$ cat src/rtl/pcie_cfg_mgmt_arb_if.sv
// Requester and endpoint cfg_mgmt signal bundle for pcie_cfg_mgmt_arb.
// Per-requester fields are packed [N_REQ-1:0][W-1:0], so slice i sits at [W*i +: W].
interface pcie_cfg_mgmt_arb_if #(parameter int N_REQ = 4);
  logic [N_REQ-1:0]       req_valid;
  logic [N_REQ-1:0]       req_ready;
  logic [N_REQ-1:0]       req_write;
  logic [N_REQ-1:0][18:0] req_addr;
  logic [N_REQ-1:0][31:0] req_wdata;
  logic [N_REQ-1:0][3:0]  req_be;
  logic [N_REQ-1:0]       resp_valid;
  logic [31:0]            resp_rdata;
  logic                   resp_timeout;
  logic [18:0]            cfg_mgmt_addr;
  logic                   cfg_mgmt_write;
  logic                   cfg_mgmt_read;
  logic [31:0]            cfg_mgmt_write_data;
  logic [3:0]             cfg_mgmt_byte_enable;
  logic [31:0]            cfg_mgmt_read_data;
  logic                   cfg_mgmt_read_write_done;

  modport slave (
    input  req_valid, req_write, req_addr, req_wdata, req_be,
           cfg_mgmt_read_data, cfg_mgmt_read_write_done,
    output req_ready, resp_valid, resp_rdata, resp_timeout,
           cfg_mgmt_addr, cfg_mgmt_write, cfg_mgmt_read,
           cfg_mgmt_write_data, cfg_mgmt_byte_enable
  );

  modport master (
    output req_valid, req_write, req_addr, req_wdata, req_be,
           cfg_mgmt_read_data, cfg_mgmt_read_write_done,
    input  req_ready, resp_valid, resp_rdata, resp_timeout,
           cfg_mgmt_addr, cfg_mgmt_write, cfg_mgmt_read,
           cfg_mgmt_write_data, cfg_mgmt_byte_enable
  );
endinterface

$ cat src/rtl/pcie_cfg_mgmt_arb.sv
// Round-robin arbiter sharing the PCIe cfg_mgmt port between N_REQ requesters.
// One access in flight; strobes held until done or the timeout aborts the access.
module pcie_cfg_mgmt_arb #(
  parameter int N_REQ          = 4,
  parameter int TIMEOUT_CYCLES = 1024
) (
  input  logic                 clk_user,
  input  logic                 rst_user_n,
  pcie_cfg_mgmt_arb_if.slave   bus
);
  localparam int PW = (N_REQ > 1) ? $clog2(N_REQ) : 1;
  localparam int TW = $clog2(TIMEOUT_CYCLES);

  typedef enum logic [1:0] {IDLE, ACCESS, RESP} state_t;

  state_t          state, state_nxt;
  logic [PW-1:0]   rr_ptr, gnt_idx, pick_idx, idx;
  logic            pick_vld;
  logic [TW-1:0]   timer;
  logic            fin, fin_to;
  logic [18:0]     addr_q;
  logic [31:0]     wdata_q, rdata_q;
  logic [3:0]      be_q;
  logic            wr_q, rd_q, to_q;

  // Scan from rr_ptr downward in priority: the last hit in a descending loop is the nearest one.
  always_comb begin
    pick_vld = 1'b0;
    pick_idx = rr_ptr;
    idx      = '0;
    for (int k = N_REQ - 1; k >= 0; k--) begin
      idx = PW'((int'(rr_ptr) + k) % N_REQ);
      if (bus.req_valid[idx]) begin
        pick_vld = 1'b1;
        pick_idx = idx;
      end
    end
  end

  always_comb begin
    state_nxt = state;
    fin       = 1'b0;
    fin_to    = 1'b0;
    case (state)
      IDLE:   if (pick_vld) state_nxt = ACCESS;
      ACCESS: begin
        // done beats the timeout when both land in the same cycle
        if (bus.cfg_mgmt_read_write_done) begin
          fin       = 1'b1;
          state_nxt = RESP;
        end else if (timer == TW'(TIMEOUT_CYCLES - 1)) begin
          fin       = 1'b1;
          fin_to    = 1'b1;
          state_nxt = RESP;
        end
      end
      RESP:    state_nxt = IDLE;
      default: state_nxt = IDLE;
    endcase
  end

  always_ff @(posedge clk_user or negedge rst_user_n) begin
    if (!rst_user_n) begin
      state   <= IDLE;
      rr_ptr  <= '0;
      gnt_idx <= '0;
      timer   <= '0;
      addr_q  <= '0;
      wdata_q <= '0;
      be_q    <= '0;
      wr_q    <= 1'b0;
      rd_q    <= 1'b0;
      rdata_q <= '0;
      to_q    <= 1'b0;
    end else begin
      state <= state_nxt;
      case (state)
        IDLE: if (pick_vld) begin
          gnt_idx <= pick_idx;
          rr_ptr  <= (pick_idx == PW'(N_REQ - 1)) ? '0 : pick_idx + PW'(1);
          addr_q  <= bus.req_addr[pick_idx];
          wdata_q <= bus.req_wdata[pick_idx];
          be_q    <= bus.req_be[pick_idx];
          wr_q    <= bus.req_write[pick_idx];
          rd_q    <= ~bus.req_write[pick_idx];
        end
        ACCESS: begin
          timer <= timer + TW'(1);
          if (fin) begin
            wr_q    <= 1'b0;
            rd_q    <= 1'b0;
            rdata_q <= fin_to ? 32'hFFFF_FFFF : (wr_q ? 32'h0 : bus.cfg_mgmt_read_data);
            to_q    <= fin_to;
          end
        end
        RESP:    timer <= '0;
        default: ;
      endcase
    end
  end

  always_comb begin
    bus.req_ready            = (state == IDLE && pick_vld) ? (N_REQ'(1) << pick_idx) : '0;
    bus.resp_valid           = (state == RESP) ? (N_REQ'(1) << gnt_idx) : '0;
    bus.resp_rdata           = rdata_q;
    bus.resp_timeout         = to_q;
    bus.cfg_mgmt_addr        = addr_q;
    bus.cfg_mgmt_write       = wr_q;
    bus.cfg_mgmt_read        = rd_q;
    bus.cfg_mgmt_write_data  = wdata_q;
    bus.cfg_mgmt_byte_enable = be_q;
  end
endmodule

$ cat src/flat_wrapper.sv
// flat-port wrapper written by rule: the top's interface ports become plain ports
module pcie_cfg_mgmt_arb_flat 
#(
  parameter int N_REQ          = 4,
  parameter int TIMEOUT_CYCLES = 1024
)
  (clk_user, rst_user_n, bus_req_valid, bus_req_write, bus_req_addr, bus_req_wdata, bus_req_be, bus_cfg_mgmt_read_data, bus_cfg_mgmt_read_write_done, bus_req_ready, bus_resp_valid, bus_resp_rdata, bus_resp_timeout, bus_cfg_mgmt_addr, bus_cfg_mgmt_write, bus_cfg_mgmt_read, bus_cfg_mgmt_write_data, bus_cfg_mgmt_byte_enable);
  pcie_cfg_mgmt_arb_if #(.N_REQ(N_REQ)) bus_i ();
  input  logic clk_user;
  input  logic rst_user_n;
  input wire logic [$bits(bus_i.req_valid)-1:0] bus_req_valid;
  input wire logic [$bits(bus_i.req_write)-1:0] bus_req_write;
  input wire logic [$bits(bus_i.req_addr)-1:0] bus_req_addr;
  input wire logic [$bits(bus_i.req_wdata)-1:0] bus_req_wdata;
  input wire logic [$bits(bus_i.req_be)-1:0] bus_req_be;
  input wire logic [$bits(bus_i.cfg_mgmt_read_data)-1:0] bus_cfg_mgmt_read_data;
  input wire logic [$bits(bus_i.cfg_mgmt_read_write_done)-1:0] bus_cfg_mgmt_read_write_done;
  output wire logic [$bits(bus_i.req_ready)-1:0] bus_req_ready;
  output wire logic [$bits(bus_i.resp_valid)-1:0] bus_resp_valid;
  output wire logic [$bits(bus_i.resp_rdata)-1:0] bus_resp_rdata;
  output wire logic [$bits(bus_i.resp_timeout)-1:0] bus_resp_timeout;
  output wire logic [$bits(bus_i.cfg_mgmt_addr)-1:0] bus_cfg_mgmt_addr;
  output wire logic [$bits(bus_i.cfg_mgmt_write)-1:0] bus_cfg_mgmt_write;
  output wire logic [$bits(bus_i.cfg_mgmt_read)-1:0] bus_cfg_mgmt_read;
  output wire logic [$bits(bus_i.cfg_mgmt_write_data)-1:0] bus_cfg_mgmt_write_data;
  output wire logic [$bits(bus_i.cfg_mgmt_byte_enable)-1:0] bus_cfg_mgmt_byte_enable;
  assign bus_i.req_valid = bus_req_valid;
  assign bus_i.req_write = bus_req_write;
  assign bus_i.req_addr = bus_req_addr;
  assign bus_i.req_wdata = bus_req_wdata;
  assign bus_i.req_be = bus_req_be;
  assign bus_i.cfg_mgmt_read_data = bus_cfg_mgmt_read_data;
  assign bus_i.cfg_mgmt_read_write_done = bus_cfg_mgmt_read_write_done;
  assign bus_req_ready = bus_i.req_ready;
  assign bus_resp_valid = bus_i.resp_valid;
  assign bus_resp_rdata = bus_i.resp_rdata;
  assign bus_resp_timeout = bus_i.resp_timeout;
  assign bus_cfg_mgmt_addr = bus_i.cfg_mgmt_addr;
  assign bus_cfg_mgmt_write = bus_i.cfg_mgmt_write;
  assign bus_cfg_mgmt_read = bus_i.cfg_mgmt_read;
  assign bus_cfg_mgmt_write_data = bus_i.cfg_mgmt_write_data;
  assign bus_cfg_mgmt_byte_enable = bus_i.cfg_mgmt_byte_enable;
  pcie_cfg_mgmt_arb #(.N_REQ(N_REQ), .TIMEOUT_CYCLES(TIMEOUT_CYCLES)) u_core (.clk_user(clk_user), .rst_user_n(rst_user_n), .bus(bus_i));
endmodule
$ cat config.mk
export PLATFORM = sky130hd
export DESIGN_NAME = pcie_cfg_mgmt_arb_flat
export DESIGN_NICKNAME = d
export VERILOG_FILES = /design/src/rtl/pcie_cfg_mgmt_arb_if.sv /design/src/rtl/pcie_cfg_mgmt_arb.sv /design/src/flat_wrapper.sv
export SDC_FILE = /design/constraint.sdc
export NUM_CORES = 1
export LEC_CHECK = 0
export ABC_AREA = 1
export CAP_MARGIN = 15
export CORE_UTILIZATION = 35
export DETAILED_ROUTE_END_ITERATION = 10
export MAX_ROUTING_LAYER = met4
export PLACE_DENSITY_LB_ADDON = 0.1
export SKIP_LAST_GASP = 1
export SYNTH_ARGS = -nofsm -noshare
export SYNTH_HDL_FRONTEND = slang
export SYNTH_SLANG_ARGS = --single-unit
$ cat constraint.sdc
create_clock -name clk_user -period 5.3 [get_ports clk_user]
set_input_delay 0.795 -clock clk_user [delete_from_list [all_inputs] [get_ports clk_user]]
set_output_delay 0.795 -clock clk_user [all_outputs]
set_load 0.05 [all_outputs]
* After elaboration in Yosys (flattened, before gate mapping) *
Index checks and enable logic that the tools add are counted.

storage, ports and cells
  register bits = 106
  input bits = 263
  output and inout port bits = 98
  word-level logic and storage cells = 83

operators by class
  add/subtract/negate cells = 5
  magnitude comparators = 5
  equality and inequality tests = 7
  shifts and indexed selects = 2
  mux-type cells = 44
  bitwise gates (word level) = 1
  reduce and logical (&&, ||, !) cells = 8

operators with widths
  cell                   count
  $mux 32                3
  $bmux 32 s2            1
  $bmux 19 s2            1
  $pmux 10 s2            1
  $mux 19                1
  $mux 1                 17
  $mux 2                 8
  $lt 2x3->1 const B     5
  $mux 4                 3
  $add 10x1->10 const B  1
  $bmux 1 s2             5
  $eq 10x10->1 const B   1
  $bmux 4 s2             1
  $shl 1x2->4 const A    2
  $reduce_and 2->1       3
  $add 2x1->2 const B    2
  $add 2x2->2 const B    2
  $eq 2x2->1 const B     2
  $ne 2x1->1 const B     2
  $pmux 1 s2             2
  $pmux 2 s2             1
  $reduce_bool 2->1      2
  $ne 3x2->1 const B     1
  $reduce_and 3->1       1
  other kinds (4)        4

* Depth between registers and ports, before layout *
Gate-level depths: netlist of run 1.

  depth after elaboration = 12
  mapped depth = 17
  depth with buffers taken out = 15

* Worst setup path after synthesis of run 1 *
Ideal clock, no wire load.

  path type = input to output
  start = input port bus_req_valid[3]
  end = output port bus_req_ready[2]
  arrival time = 2.611 ns
  required time = 4.505 ns
  setup slack = 1.894 ns
  stages on the path = 16
  buffers on the path = 2
  cells stage by stage = inv_1 > nand2_1 > nand3_1 > nand2_1 > inv_1 > nand2_1 > nand2_1 > nand2_1 > nand2_1 > nand2_2 > inv_2 > buf_6 > buf_6 > ha_1 > inv_1 > nor2_1

between the ends
  word-level cells in the longest chain between the ends = 8
  elaborated cells between the ends (all ways) = 19
  classes of those cells = shift (1); mux (17); reduce/logical (1)

RTL lines
  what                                                     RTL line                  RTL
  start, declared                                          flat_wrapper.sv:11        input wire logic [$bits(bus_i.req_valid)-1:0] bus_req_valid;
  $bmux 1 s2                                               pcie_cfg_mgmt_arb.sv:33   if (bus.req_valid[idx]) begin
  $mux 1 (not written as such)                             pcie_cfg_mgmt_arb.sv:33
  $mux 2 / $mux 1 (equally long branches) (4 in series)    pcie_cfg_mgmt_arb.sv:33
  $shl 1x2->4 / $logic_and 1x1->1 (equally long branches)  pcie_cfg_mgmt_arb.sv:103  bus.req_ready = (state == IDLE && pick_vld) ? (N_REQ'(1) << pick_idx) : '0;
  $mux 4 (*)                                               pcie_cfg_mgmt_arb.sv:103
  end, declared                                            flat_wrapper.sv:18        output wire logic [$bits(bus_i.req_ready)-1:0] bus_req_ready;

Every way passes the cells marked *; elsewhere a longest branch is shown, timed or not. The select of a mux whose other input is x is not followed.

* Worst setup path after layout of run 1 *
  start = input port bus_req_valid[1]
  end = output port bus_req_ready[2]

Same word-level chain as after synthesis.

==> results of run 1 <==
metrics by stage:
step / cell area [sq um] / hold slack (ns) / setup slack, ns
floorplan: 6630 / 0.434 / 1.89
global placement: 10200 / 0.451 / 1.35
detailed placement: 10200 / 0.452 / 1.30
CTS: 10500 / 0.483 / 1.29
global route: 10600 / 0.501 / 1.09
finish: 10600 / 0.480 / 1.30
cells in the final DEF, fill, tap and decap left out, types with 8 or more instances in the layout:
master	netlist	layout
clkdlybuf4s50_1	0	357
dfrtp_1	106	106
nand2_1	271	270
nor2_2	10	10
clkbuf_16	0	9
nand3_1	253	252
buf_4	6	12
a21oi_1	42	42
inv_1	50	50
nor3_1	8	8
o21ai_0	8	8
or2_2	13	13
ha_1	8	8
nor2_1	110	110
registers in the layout (all words and copies together) (netlist names):
signal,count
u_core.bus.cfg_mgmt_write,1
u_core.bus.resp_rdata,32
u_core.timer,10
u_core.bus.cfg_mgmt_write_data,32
u_core.bus.cfg_mgmt_byte_enable,4
u_core.state,2
u_core.bus.cfg_mgmt_addr,19
u_core.gnt_idx,2
u_core.rr_ptr,2
u_core.bus.cfg_mgmt_read,1
u_core.bus.resp_timeout,1
per-layer routing:
| layer | up-vias | wire length (um) | global-route usage (%) | part of all wire (%) |
|---|---|---|---|---|
| li1 | 3760 | - | - | - |
| met1 | 3459 | 10100 | 31.5 | 40 |
| met2 | 284 | 12900 | 45.6 | 51 |
| met3 | 37 | 1770 | 5.82 | 7.0 |
| met4 | 0 | 643 | 9.49 | 2.5 |
| met5 | - | 0 | - | 0 |
final timing paths:
path,depth (start not counted),startpoint,slack [ns],endpoint
hold reg to reg,1,u_core.timer[7],0.48,u_core.timer[7]
min in group clk_user,1,u_core.timer[7],0.48,u_core.timer[7]
hold / removal,1,rst_user_n,0.48,u_core.bus.resp_rdata[24]
setup / recovery,17,bus_req_valid[1],1.30,bus_req_ready[2]
max in group asynchronous,2,rst_user_n,3.62,u_core.bus.cfg_mgmt_write_data[29]
setup reg to reg,13,u_core.rr_ptr[0],2.19,u_core.bus.cfg_mgmt_write_data[11]
cell usage after synthesis:
master    count  area, sq um
nand2_1     271         1020
nand3_1     253         1270
nor2_1      110          413
dfrtp_1     106         2650
inv_1        50          188
a21oi_1      42          210
buf_2        32          160
clkbuf_1     15         56.3
buf_6        13          146
or2_2        13         81.3
nor2_2       10         62.6
ha_1          8          100
nor3_1        8         40.0
o21ai_0       8         40.0
buf_4         6         45.0
inv_2         4         15.0
buf_1         2         7.51
inv_4         2         12.5
nand2_4       2         22.5
nand3_2       2         20.0
o21ai_1       2         10.0
o21bai_1      2         15.0
a211oi_1      1         7.51
a31oi_1       1         6.26
nand2_2       1         6.26
nor2_4        1         11.3
o21a_1        1         7.51
o22ai_1       1         6.26
or2_0         1         6.26
power by group through the flow:
stage,Clock [W],Combinational (W),Sequential (W)
floorplan,0,0.00318,0.00263
global placement,0,0.00592,0.00147
detailed placement,0,0.00598,0.00147
CTS,0.000712,0.00598,0.00147
global route,0.000744,0.00654,0.00152
finish,0.000694,0.00595,0.00147
kinds of logic after synthesis:
| logic type | Yosys count |
|---|---|
| AND/OR/NAND/NOR | 672 |
| buffers and inverters | 124 |
| AO/OA/AOI/OAI | 58 |
| adder cells (fa/ha/maj) | 8 |
| flip-flops | 106 |
critical path, cell delays in order:
cell and delay (ns):
clkdlybuf4s50_1 0.48, inv_1 0.05, nand2_1 0.07, nand3_1 0.11, nand2_1 0.10, inv_1 0.04
nand2_1 0.05, nand2_1 0.10, nand2_1 0.12, nand2_4 0.06, nand2_4 0.09, buf_4 0.42
inv_2 0.19, ha_1 0.25, inv_1 0.05, nor2_1 0.06, buf_12 0.17
layout make-up:
cell class	count	area share, %
Clock buffer	10	2.17
Antenna cell	1	0.0237
Clock inverter	6	0.687
Timing Repair Buffer	372	35.3
Tap cell	229	2.71
Multi-Input combinational cell	738	31.9
Sequential cell	106	25.1
Inverter	56	2.04
==> summary.md, run 1 <==
| Metric | Value |
|---|---|
| Status | `complete, no violations` |
| Skew-Pair Late Insertion Delay | `roughly 0.35 ns` |
| Vias in the first global route | `between 7000 and 8000` |
| Clock share of power | `8.6%` |
| Synth Area in Simple Gates | `44.4%` |
| Complex-gate fraction of the synthesized area | `4.57%` |
| Die area | `0.0195 sq mm` |
| Seq pwr share | `18.1%` |
| Minimum clock period | `4.00 ns` |
| Setup bufs post-CTS | `0` |
| Internal power | `about 0.0035 W` |
| Initial antenna violation count | `1` |
| Max-slew violations | `0` |
| Average wire per cell in the routed design | `16.7 um` |
| Post_cts resized | `0` |
| Critical path startpoint category | `input pin` |
| Dpl cells | `1500` |
| Worst vdd ir | `0.000478 V` |
| Detail Placement HPWL | `18.7 mm` |
| Max Cap Violations | `0` |
| # IOs | `361` |
| Ys Warns | `0` |
| # nets final | `1554` |
| RSZ-0062 raised after global routing | `false` |
| Worst Max-Slew Pin Slew | `1.04 ns` |
| Gr usage total | `26.9%` |
| Fin util | `57.8%` |
| H-tree level count | `3` |
| Row count | `49` |
| Gate count after technology mapping | `968` |
| Worst Path Arrival | `3.21 ns` |
| Mux contribution to synthesized area | `0%` |
| Fmax achieved | `250 MHz` |
| Distinct cells, synth | `29` |
| Power Total | `0.00811 W` |
| Residual DRC count | `0` |
| Reg clk slew, reported paths | `0.08 ns` |
| Avg Inst Size Synth | `between 6 and 7 sq um` |
| Max Clock Skew | `~0.012 ns` |
| # hold bufs at CTS | `0` |
| Clock buffer depth | `2` |
| Die width | `140 um` |
| Die Y-Extent | `140 um` |
| Leakage Power | `4.84 nW` |
| Crit path kind | `input pin to output pin` |
| GPL Wtd Cong | `0.851` |
| Mapped Area | `0.00663 sq mm` |
| Pre-Repair DR Iteration Count | `5` |
| Post-Layout Cell Count | `1518` |
| Core box area | `0.0183 sq mm` |
| Largest family of logic cells by synthesized area | `simple AND/OR/NAND/NOR gates` |
| Root buffer cell | `clkbuf_16` |
| Tcrit/Tclk final | `about three quarters` |
| Vias per Instance | `4.97` |
| Layout fillers | `1770` |
| Worst setup EP type | `output pin` |
| CTS tree | `yes` |
| Area grow syn2layout | `59.3%` |
| Final setup vio count | `0` |
| Iter 0 DRT Violations | `380` |
| Yosys reg bits | `106` |
| First-pass GRT wire length | `~40 mm` |
| Adder-Cell Fraction of Synth Area | `1.51%` |
| Syn_nets | `approximately 1200` |
| Final setup TNS | `0 ns` |
| Final wirelength | `25.3 mm` |
| PortBufs | `360` |
| Hold WC Path Type | `input pin to asynchronous set/reset pin` |
| Area of the multi-input gates | `0.00337 sq mm` |
| Largest net degree at the start of global routing | `59` |
| Final Hold Violating Endpoints | `0` |
| Num CTS Buffers | `9` |
| Worst relative slew slack | `30.5%` |
| Register area | `0.00265 sq mm` |
| Switch share | `56.9%` |
| Post-synthesis xor/xnor area fraction | `0%` |
| Sequential fraction of the synthesis area | `40.0%` |
| Vias after detailed routing | `7540` |
| Post-route ant nets | `0` |
| Clock sink count | `around 110` |
| Initial Util | `~36%` |
| Net Sw Power | `0.00461 W` |
| GRT overflow | `0` |
| CP Max Fanout | `46` |
| PwrDens | `768 mW/mm^2` |
| Share of layout cells above drive strength 1 | `5.20%` |
| Critical path required time | `4.51 ns` |
| Comb power frac | `73.4%` |
(Power assumes the default switching activity.)
==> inputs of run 2 (changes only) <==
==> constraint.sdc (replaced) <==
create_clock -name clk_user -period 3.6 [get_ports clk_user]
set_input_delay 0.54 -clock clk_user [delete_from_list [all_inputs] [get_ports clk_user]]
set_output_delay 0.54 -clock clk_user [all_outputs]
set_load 0.05 [all_outputs]
==> run 2 against run 1 <==
  * Global-route usage rose by 0.28 points
  * Clock power rose by 37%
  * Wire length rose by 0.52%
  * Clock skew fell by 0.0064 ns
  * Largest power group unchanged
  * Die area did not move
  * Cell area rose by 0.12%
  * Via count fell by 0.32%
  * Critical path depth fell by 2
==> summary.md, run 2 (synthesis gave the netlist of run 1 again) <==
| Metric | Value |
|---|---|
| Status | `complete, no violations` |
| Area of the multi-input gates | `0.00337 sq mm (unchanged)` |
| Fmax achieved | `311 MHz` |
| Worst Max-Slew Pin Slew | `1.12 ns (+0.0764 ns)` |
| Max Clock Skew | `0.00518 ns (-0.00637 ns)` |
| Final setup TNS | `0 ns (unchanged)` |
| Final setup vio count | `0 (unchanged)` |
| Worst setup EP type | `output pin` |
| Layout fillers | `1761 (-0.51%)` |
| GPL Wtd Cong | `0.942 (+11%)` |
| Fin area | `0.0106 sq mm (+0.12%)` |
| Reg clk slew, reported paths | `0.08 ns (about the same)` |
| Max Cap Violations | `0 (unchanged)` |
| R2r worst-path depth | `13 (unchanged)` |
| Detail Placement HPWL | `19.0 mm (+1.4%)` |
| Crit path kind | `register to output pin` |
| Initial Util | `36.3% (unchanged)` |
| H-tree level count | `3 (unchanged)` |
| Die area | `0.0195 sq mm (unchanged)` |
| Worst vdd ir | `0.000525 V (+9.8%)` |
| # nets final | `1555 (+0.064%)` |
| Tcrit/Tclk final | `between 80% and 90%` |
| PwrDens | `1130 mW/mm^2 (+47%)` |
| Vias in the first global route | `7265 (+1.0%)` |
| CP cell instances | `inv_4 -> nand2_1 -> nand2_1 -> nand2_1 -> o21ai_1 -> nand2_1 -> nand2_1 -> nand2_1 -> nand2_1 -> nand2_4 -> inv_4 -> ha_1 -> inv_1 -> nor2_1 -> buf_12` |
| Switch share | `56.9% (about the same)` |
| R2r setup slk | `0.83 ns (-1.36 ns)` |
| PortBufs | `360 (unchanged)` |
| Reg-to-reg endpoint | `u_core.bus.cfg_mgmt_write_data[29]` |
| Final wirelength | `25.5 mm (+0.52%)` |
| Clock sink count | `106 (unchanged)` |
| Most frequent CP cell | `nand2_1` |
| Core box area | `0.0183 sq mm (unchanged)` |
| Seq pwr share | `18.1% (about the same)` |
| Row count | `49 (unchanged)` |
| Pre-Repair DR Iteration Count | `6 (+1)` |
| Vias after detailed routing | `7516 (-0.32%)` |
| Max-slew violations | `0 (unchanged)` |
| Post-route ant nets | `0 (unchanged)` |
| CTS tree | `yes` |
| Clock share of power | `8.0% (-0.6 points)` |
| DP Area | `0.0103 sq mm (+0.59%)` |
| GRT overflow | `0 (unchanged)` |
| Die width | `140 um (unchanged)` |
| Fin util | `57.9% (+0.068 points)` |
| Die Y-Extent | `140 um (unchanged)` |
| Num CTS Buffers | `9 (unchanged)` |
| Net Sw Power | `0.00678 W (+47%)` |
| Final Hold Violating Endpoints | `0 (unchanged)` |
| Leakage Power | `4.84 nW (about the same)` |
| Worst relative slew slack | `25.4% (-5.1 points)` |
| # IOs | `361 (unchanged)` |
| # hold bufs at CTS | `0 (unchanged)` |
| Post_cts resized | `0 (unchanged)` |
| Minimum clock period | `3.21 ns` |
| Worst Setup EP | `bus_req_ready[1]` |
| Hold WC Path Type | `input pin to asynchronous set/reset pin` |
| Iter 0 DRT Violations | `423 (+11%)` |
| Clock buffer depth | `2 (unchanged)` |
| Initial antenna violation count | `3 (+2)` |
| RSZ-0062 raised after global routing | `false` |
| Residual DRC count | `0 (unchanged)` |
| Internal power | `0.00513 W (+47%)` |
| Skew-Pair Late Insertion Delay | `0.35 ns (about the same)` |
| CP Max Fanout | `22 (-52%)` |
| Gr usage total | `27.2% (+0.28 points)` |
| Register area | `0.00265 sq mm (unchanged)` |
| Area grow syn2layout | `59.5%` |
| Comb power frac | `73.8% (+0.4 points)` |
| Share of layout cells above drive strength 1 | `5.43% (+0.23 points)` |
| Dpl ws | `0.403 ns (-0.893 ns)` |
| Commonest non-fill, non-tap cell in the layout | `clkdlybuf4s50_1` |
| Critical path startpoint category | `register` |
| First-pass GRT wire length | `39.8 mm (+0.66%)` |
| Origin of the worst setup path | `u_core.rr_ptr[0]` |
| Max incr delay on CP | `0.53 ns (+0.05 ns)` |
| Setup bufs post-CTS | `0 (unchanged)` |
| Vias per Instance | `4.94 (-0.45%)` |
| Critical path required time | `3.06 ns (-1.45 ns)` |
| Reg-to-Reg Start | `u_core.rr_ptr[0]` |
| Root buffer cell | `clkbuf_16` |
| Worst Path Arrival | `2.67 ns (-0.54 ns)` |
| Average wire per cell in the routed design | `16.8 um (+0.39%)` |
| Largest net degree at the start of global routing | `101 (+71%)` |
| Commonest non-fill, non-tap cells in the layout | `clkdlybuf4s50_1 (355), nand2_1 (270), nand3_1 (252), nor2_1 (110), dfrtp_1 (106)` |
| Worst setup margin | `0.387 ns (-0.909 ns)` |
| Crit-path slowest cell | `dfrtp_1` |
[run 2: cell types whose count changed in the layout (fill, tap and decap cells not counted), moves of 2 or more]
| cell | change |
|---|---|
| buf_12 | +4 |
| clkdlybuf4s50_1 | -2 |
| clkinvlp_4 | +2 |
| diode_2 | +2 |
[run 2: final cells by class]
class | count | share of cell area [%]
multi-input cells | 738 | 31.9
diodes | 3 | 0.0710
clock inverters | 6 | 0.485
inverters | 56 | 2.03
well taps | 229 | 2.71
flip-flops and latches | 106 | 25.1
repair buffers | 373 | 35.6
clock buffers | 9 | 2.13
[run 2: critical path: cells and delay by family (launching register included)]
family	cells	cell delay [ns]
adder cells (fa/ha/maj)	1	0.20
AO/OA/AOI/OAI	1	0.07
flip-flops	1	0.53
AND/OR/NAND/NOR	9	0.86
buffers and inverters	4	0.66
[run 2: worst min-delay path by stage]
stage / cells after the start / to
final: 1 / u_core.timer[4]
after global routing: 1 / u_core.timer[2]
after CTS: 1 / u_core.timer[4]
after detailed placement: 1 / u_core.timer[9]
after global placement: 1 / u_core.timer[9]
after floorplan: 0 / u_core.bus.cfg_mgmt_addr[0]
[run 2: per-layer routing]
metal | vias up | global-route usage, % | share of wire [%]
met5 | - | - | 0
met4 | 0 | 7.69 | 1.9
met3 | 27 | 7.02 | 7.2
met2 | 276 | 47.3 | 52
met1 | 3451 | 30.7 | 39
li1 | 3762 | - | -
[run 2: through the flow]
| stage | hold slack, ns | power (W) | std cells |
|---|---|---|---|
| after global routing | 0.302 | 0.0129 | 1520 |
| after global placement | 0.446 | 0.0109 | 1502 |
| after floorplan | 0.244 | 0.00855 | 968 |
| final | 0.239 | 0.0119 | 1520 |
| after detailed placement | 0.452 | 0.0110 | 1502 |
| after CTS | 0.274 | 0.0120 | 1517 |
[run 2: power groups by stage]
stage / registers (W) / logic, W / clock network [W]
floorplan: 0.00387 / 0.00468 / 0
global placement: 0.00216 / 0.00877 / 0
detailed placement: 0.00218 / 0.00883 / 0
CTS: 0.00217 / 0.00885 / 0.000985
global route: 0.00223 / 0.00966 / 0.00102
finish: 0.00216 / 0.00879 / 0.000954
==> inputs of run 3 (changes only) <==
--- a/config.mk
+++ b/config.mk
@@ -8,6 +8,7 @@
 export ABC_AREA = 1
 export CAP_MARGIN = 15
 export CORE_UTILIZATION = 35
+export CTS_CLUSTER_DIAMETER = 80
 export DETAILED_ROUTE_END_ITERATION = 10
 export MAX_ROUTING_LAYER = met4
 export PLACE_DENSITY_LB_ADDON = 0.1
==> results of run 3 <==
No change in the layout: final DEF, timing and power equal those of run 2.
